## src/rtl/mem_arbiter.sv

```systemverilog
// mem_arbiter
// Shares one RAM port between the instruction-fetch requester and the
// load/store data requester. One request is granted and its operands are
// latched. The RAM strobes are then held for RAM_LAT cycles, and a one-cycle
// done pulse goes back to the granted requester.
//
// Build option: define ARB_RR_EN for round-robin arbitration on a tie.
// Without it, data has fixed priority over fetch.
//
// Ports
//   clk        system clock
//   reset      asynchronous, active-low reset
//   if_req     fetch request (level, always a read)
//   if_addr    fetch address
//   if_done    one-cycle pulse: fetch complete, rdata valid
//   d_req      data request (level)
//   d_we       1 = store, 0 = load
//   d_addr     data address
//   d_wdata    store data
//   d_done     one-cycle pulse: data access complete
//   rdata      read data, valid while either done pulse is high
//   busy       transaction in progress (state != IDLE)
//   ram_cs     RAM chip select
//   ram_oe     RAM read enable
//   ram_we     RAM write enable
//   ram_addr   RAM address (latched at grant)
//   ram_wdata  RAM write data (latched at grant of a data request)
//   ram_rdata  RAM read data
//
// Handshake: a requester holds req and its operands stable until it sees its
// done pulse, and it drops req on the clock edge where done is high. A req
// that is still high in the IDLE cycle after RESP counts as a new request.
// Requests seen while busy are ignored; there is no queueing.
module mem_arbiter #(
  parameter int ADDR_W  = 64,
  parameter int DATA_W  = 64,
  parameter int RAM_LAT = 2
) (
  input  logic              clk,
  input  logic              reset,
  input  logic              if_req,
  input  logic [ADDR_W-1:0] if_addr,
  output logic              if_done,
  input  logic              d_req,
  input  logic              d_we,
  input  logic [ADDR_W-1:0] d_addr,
  input  logic [DATA_W-1:0] d_wdata,
  output logic              d_done,
  output logic [DATA_W-1:0] rdata,
  output logic              busy,
  output logic              ram_cs,
  output logic              ram_oe,
  output logic              ram_we,
  output logic [ADDR_W-1:0] ram_addr,
  output logic [DATA_W-1:0] ram_wdata,
  input  logic [DATA_W-1:0] ram_rdata
);

  typedef enum logic [1:0] {
    IDLE   = 2'd0,
    ACCESS = 2'd1,
    RESP   = 2'd2
  } state_t;

  localparam logic [3:0] CNT_INIT = 4'(RAM_LAT - 1);

  state_t     state, state_next;
  logic [3:0] cnt;
  logic       owner_data;  // 1 = data requester owns the access in flight
  logic       lat_we;
  logic       grant_any;
  logic       grant_data;

`ifdef ARB_RR_EN
  logic       last_grant;  // 1 = data was granted last, 0 = fetch
`endif

  // Arbitration. On a tie, round-robin gives the grant to the requester
  // that was not granted last; fixed priority always gives it to data.
  always_comb begin
    grant_any = if_req | d_req;
`ifdef ARB_RR_EN
    grant_data = d_req & (~if_req | ~last_grant);
`else
    grant_data = d_req;
`endif
  end

  always_comb begin
    state_next = state;
    case (state)
      IDLE:    if (grant_any) state_next = ACCESS;
      ACCESS:  if (cnt == 4'd0) state_next = RESP;
      RESP:    state_next = IDLE;
      default: state_next = IDLE;
    endcase
  end

  always_ff @(posedge clk or negedge reset) begin
    if (!reset) state <= IDLE;
    else        state <= state_next;
  end

  always_ff @(posedge clk or negedge reset) begin
    if (!reset) begin
      cnt        <= 4'd0;
      owner_data <= 1'b0;
      lat_we     <= 1'b0;
      ram_addr   <= '0;
      ram_wdata  <= '0;
      rdata      <= '0;
`ifdef ARB_RR_EN
      last_grant <= 1'b0;
`endif
    end else begin
      case (state)
        IDLE: begin
          if (grant_any) begin
            owner_data <= grant_data;
            lat_we     <= grant_data & d_we;
            ram_addr   <= grant_data ? d_addr : if_addr;
            // Fetches never write, so a fetch grant keeps the old store data.
            if (grant_data) ram_wdata <= d_wdata;
            cnt        <= CNT_INIT;
`ifdef ARB_RR_EN
            last_grant <= grant_data;
`endif
          end
        end
        ACCESS: begin
          if (cnt == 4'd0) begin
            // Sample the RAM on the last strobe cycle. Stores leave rdata alone.
            if (!lat_we) rdata <= ram_rdata;
          end else begin
            cnt <= cnt - 4'd1;
          end
        end
        default: ;
      endcase
    end
  end

  // Strobes are decoded from state only. Reset therefore drops them at once,
  // and oe/we can never be high without cs.
  assign busy    = (state != IDLE);
  assign ram_cs  = (state == ACCESS);
  assign ram_oe  = (state == ACCESS) & ~lat_we;
  assign ram_we  = (state == ACCESS) &  lat_we;
  assign if_done = (state == RESP) & ~owner_data;
  assign d_done  = (state == RESP) &  owner_data;

endmodule

```

## config.mk

```make
export PLATFORM = sky130hd
export DESIGN_NAME = mem_arbiter
export DESIGN_NICKNAME = d
export VERILOG_FILES = /design/src/rtl/mem_arbiter.sv
export SDC_FILE = /design/constraint.sdc
export NUM_CORES = 1
export LEC_CHECK = 0
export ABC_CLOCK_PERIOD_IN_PS = 2240
export CAP_MARGIN = 20
export CORE_AREA = 4 4 176 178
export CTS_CLUSTER_DIAMETER = 80
export DETAILED_ROUTE_END_ITERATION = 10
export DIE_AREA = 0 0 180 182
export GPL_TIMING_DRIVEN = 0
export PLACE_DENSITY = 0.6
export REMOVE_ABC_BUFFERS = 1
export SLEW_MARGIN = 10
export SYNTH_ARGS = -nofsm -noshare
export SYNTH_HDL_FRONTEND = slang
export SYNTH_SLANG_ARGS = --single-unit
```

## constraint.sdc

```tcl
create_clock -name clk -period 2.24 [get_ports clk]
set_input_delay 0.336 -clock clk [delete_from_list [all_inputs] [get_ports clk]]
set_output_delay 0.336 -clock clk [all_outputs]
set_load 0.01 [all_outputs]
```

* After elaboration in Yosys (flattened, before gate mapping) *
Index checks and enable logic that the tools add are counted.

operators by class
  order comparisons = 0
  eq/ne operators = 5
  divide/modulo/power cells = 0
  add/sub/neg operators = 1
  $mul = 0
  bitwise gates (word level) = 8
  reduce and logical (&&, ||, !) cells = 9
  multiplexer cells = 7
  shifts and indexed selects = 0

operators with widths
  kind                                               number
  two-way mux 64 bit                                 1
  AND reduction 3 bit                                3
  two-way mux 4 bit                                  2
  case mux 4 bit (2 select lines)                    1
  bitwise AND 1 bit                                  5
  zero test 4 bit                                    1
  two-way mux 2 bit                                  2
  != test 2 bit (second input constant)              2
  case mux 2 bit (2 select lines)                    1
  AND reduction 2 bit                                2
  nonzero test 2 bit                                 2
  subtractor 4 x 1 -> 4 bit (second input constant)  1
  == test 2 x 1 -> 1 bit (second input constant)     1
  == test 2 bit (second input constant)              1
  zero test 2 bit                                    1
  != test 2 x 1 -> 1 bit (second input constant)     1
  inverter 1 bit                                     2
  OR 1 bit                                           1

word-level totals
  input port bits = 261
  bits in writable memories = 0
  memory bits (read-only) = 0
  memories kept = 0
  bits in latches = 0
  register bits after elaboration = 200
  logic and storage cells = 37

* Depth between registers and ports, before layout *
  word-level depth = 3
  depth in mapped cells = 7
  depth with buffers taken out = 5

* Worst setup path after synthesis *
OpenSTA, ideal clock, no wires.

  path type = register to register
  start point = register cnt[0]
  end point = register rdata[0]
  cell stages (with the launch flop) = 8
  path slack = 201 ps
  arrival = 1,914 ps
  required time = 2,115 ps
  buffers on the path = 2
  library setup time = 125 ps
  cell sequence = dfrtp_1 > inv_1 > ha_1 > or3b_4 > or3_1 > buf_6 > buf_12 > mux2_4

on the way
  cells in the longest elaborated chain, start to end = 2

ends and longest elaborated chain
  element                        RTL line  RTL
  start, declared                68        logic [3:0] cnt;
  start signal, assigned         135       cnt <= cnt - 4'd1;
  zero test 4 bit                131       if (cnt == 4'd0) begin
  AND reduction 3 bit (no line)  --
  end signal, assigned           133       if (!lat_we) rdata <= ram_rdata;
  end, declared                  49        output logic [DATA_W-1:0] rdata,

Every way passes these cells.
A chain may end at the register's enable or synchronous reset.

* Worst setup path after layout *
  start point = register cnt[1]
  end point = register rdata[7]

The elaborated chain is that of the path after synthesis.

==> results.md <==
* Worst-path clk slew at 0.08 ns
* Switching Power at 6.43 mW
* Worst R2R Start: cnt[1]
* Final Hold Viols at 0
* Total CTS buffers at 17
* Critical Path Max Stage Delay at 0.51 ns
* First-pass GRT wire length at 42.9 mm
* Ys Warns at 0
* Post-Synthesis Cell Area at 8470 um2
* Worst EP required at 2.55 ns
* CP Max Fanout at 7
* Crit path launch: cnt[1]
* Clk buf depth at 2
* Lkg Pwr at a little over 6 nW
* DIE AREA at 32,800 um2
* Commonest non-fill, non-tap cells in the layout: clkdlybuf4s50_1 (455), dfrtp_1 (198), o21ai_0 (131)
* Worst R2R Path Depth at 6
* CTS tree: done
* Sequential element share of the synthesized area at 59.1%
* Layout cells sized above 1 at 18.8%
* Largest net degree at the start of global routing at 90
* Tmin final at 2.17 ns
* Worst-Margin Slew at 0.762 ns
* Kind of critical path: reg2reg
* Hold Slack at 0.359 ns
* Maximum VDD drop at 0.532 mV
* Sw frac at between 30% and 40%
* Worst EP arrival at ~2.5 ns
* Crit path cell chain: inv_2, ha_4, or3b_4, or3_4, clkbuf_16, mux2_4
* Layout area overhead at 70.2%
* Power Internal at about 13 mW
* Startpoint Class: register
* CTS sink count at 200
* Final ANT Viol Nets at 0
* Vias/cell at 4.51
* WP buf/inv at 2
* Post-DP HPWL at roughly 21 mm
* Setup-failing EPs final at 0
* Hold crit path type: in2async
* Crit path max-delay cell type: or3_4
* Total routed wirelength at 28.7 mm
* Initial Util at 28.8%
* Initial antenna violation count at 1
* Part of the cycle the worst path needs at 96.8%
* Root Buffer: clkbuf_16
* Pwr Density at 1360 nW/um2
* Top cell family by delay on the critical path: simple AND/OR/NAND/NOR gates
* Overflow after GRT at 0
* Final max-slew violation count at 0
* H-tree depth at 4
* 1st-iter DRT viols at 217
* Number of max-cap violations at 0
* Fin util at about 50%
* Slew headroom at 49.0%
* Comb pwr share at 50.4%
* Reg power frac at 32.7%
* FP Rows at 63
* Seq cells post-synth at 200
* Cells after Synth at 599
* DR WL/cell at approximately 20 um
* I/O pin total at 459
* Pre-antenna DRT Iters at 4
* Final #Nets at around 1,300
* Skew-Pair Late Insertion Delay at between 0.4 and 0.5 ns
* Commonest non-fill, non-tap cell in the layout: clkdlybuf4s50_1
* Achievable clock frequency at ~0.46 GHz
* Unique cell type count in the Yosys netlist at 28
* Vias at 6,590
* Avg Inst Size Synth at around 14 um2
* Die Ht at between 150 and 200 um
* Residual DRC at 0
* CP Capture Type: register
* Port buffer count at 458
* All-Layer GR Usage at about 17%
* Core Region at 29,400 um2
* Routability cong. at 0.834
* Die width at 180 um
* Clock share of power at approximately 17%
* Crit path depth at 6
* Outcome: finished, final reports clean
* Setup Skew at 0.0172 ns
* Vias in the first global route at between 6,000 and 7,000
-- synth_stat cells, drive strengths merged --
| master | number | area (um2) |
|---|---|---|
| clkbuf | 23 | 86.3 |
| mux2 | 129 | 1680 |
| nor3b | 2 | 15.0 |
| dfrtp | 200 | 5000 |
| a21oi | 2 | 10.0 |
| or4 | 2 | 17.5 |
| ha | 2 | 25.0 |
| a22o | 1 | 8.76 |
| inv | 5 | 18.8 |
| nor2b | 1 | 6.26 |
| mux2i | 64 | 641 |
| and2 | 2 | 12.5 |
| or4b | 1 | 10.0 |
| buf | 19 | 190 |
| or2b | 1 | 7.51 |
| nor2 | 5 | 18.8 |
| a21o | 1 | 7.51 |
| nand2 | 2 | 7.51 |
| o22ai | 1 | 6.26 |
| o21ai | 132 | 661 |
| or3b | 1 | 11.3 |
| o221ai | 1 | 8.76 |
| and3b | 1 | 8.76 |
| or3 | 1 | 6.26 |
-- final cells by class --
cell class | instances | area, um2
antenna | 1 | 2.50
clock buffer | 18 | 439
clock inverter | 14 | 208
fill | 2587 | 15000
inverter | 5 | 23.8
multi-input combinational | 353 | 3230
sequential | 200 | 5010
tap | 390 | 488
timing repair buffer | 479 | 5010
-- registers in the layout (all words and copies together), names as in the netlist --
register and count:
ram_addr 64, ram_wdata 64, rdata 64, cnt 4, state 2, lat_we 1, owner_data 1
-- layer usage --
layer / global-route usage (%) / vias to the layer above / routed length (um)
met4: 3.99 / 0 / 344
li1: - / 3054 / -
met1: 19.8 / 3265 / 11700
met2: 30.1 / 253 / 14900
met3: 4.55 / 18 / 1720
met5: 0 / - / 0
-- cell families (layout without fill, tap and decap cells) --
family	Yosys count	after routing	share of synthesized area, %
buffers and inverters	47	516	3.49
DFF	200	200	59.1
and+or+nand+nor	19	20	1.43
AOI/OAI and AO/OA	138	138	8.29
adders and majority gates	2	2	0.296
muxes	193	193	27.4
other	0	1	0
-- repair_timing --
action | in CTS | in global routing
endpoints found under the hold margin | 28 | 0
endpoints found under the setup margin | 45 | 62
gates cloned | 4 | 4
pin swaps | 2 | 3
gates resized for setup | 11 | 8
hold buffers | 1 | 0
setup buffers | 4 | 1
-- power groups by stage --
stage | combinational (mW) | sequential [mW] | clock, mW
final | 9.92 | 6.42 | 3.32
after global routing | 10.6 | 6.67 | 3.57
after CTS | 9.85 | 6.43 | 3.43
after detailed placement | 9.47 | 6.44 | 0
after global placement | 9.43 | 6.43 | 0
after floorplan | 3.34 | 7.22 | 0
-- final timing paths --
kind | to | slack [ns]
worst min register to register | ram_wdata[33] | 0.51
min in group clk | ram_addr[20] | 0.46
worst min-delay path | ram_addr[41] | 0.36
max in group asynchronous | ram_wdata[38] | 1.15
worst max-delay path | rdata[7] | 0.07
worst max register to register | rdata[7] | 0.07
-- stage by stage --
step	TNS (ns)	worst slack, ns	cell area (um2)	power (mW)	std cells
6_report	0	0.0715	14400	19.7	1460
5_1_grt	-0.000113	-0.000113	14400	20.8	1460
4_1_cts	-0.0447	-0.0447	14300	19.7	1454
3_5_place_dp	-10.83	-0.166	13500	15.9	1413
3_3_place_gp	-2559.54	-8.12	13300	15.9	1405
2_1_floorplan	-183.49	-1.32	8190	10.6	557
(Power assumes the default switching activity.)
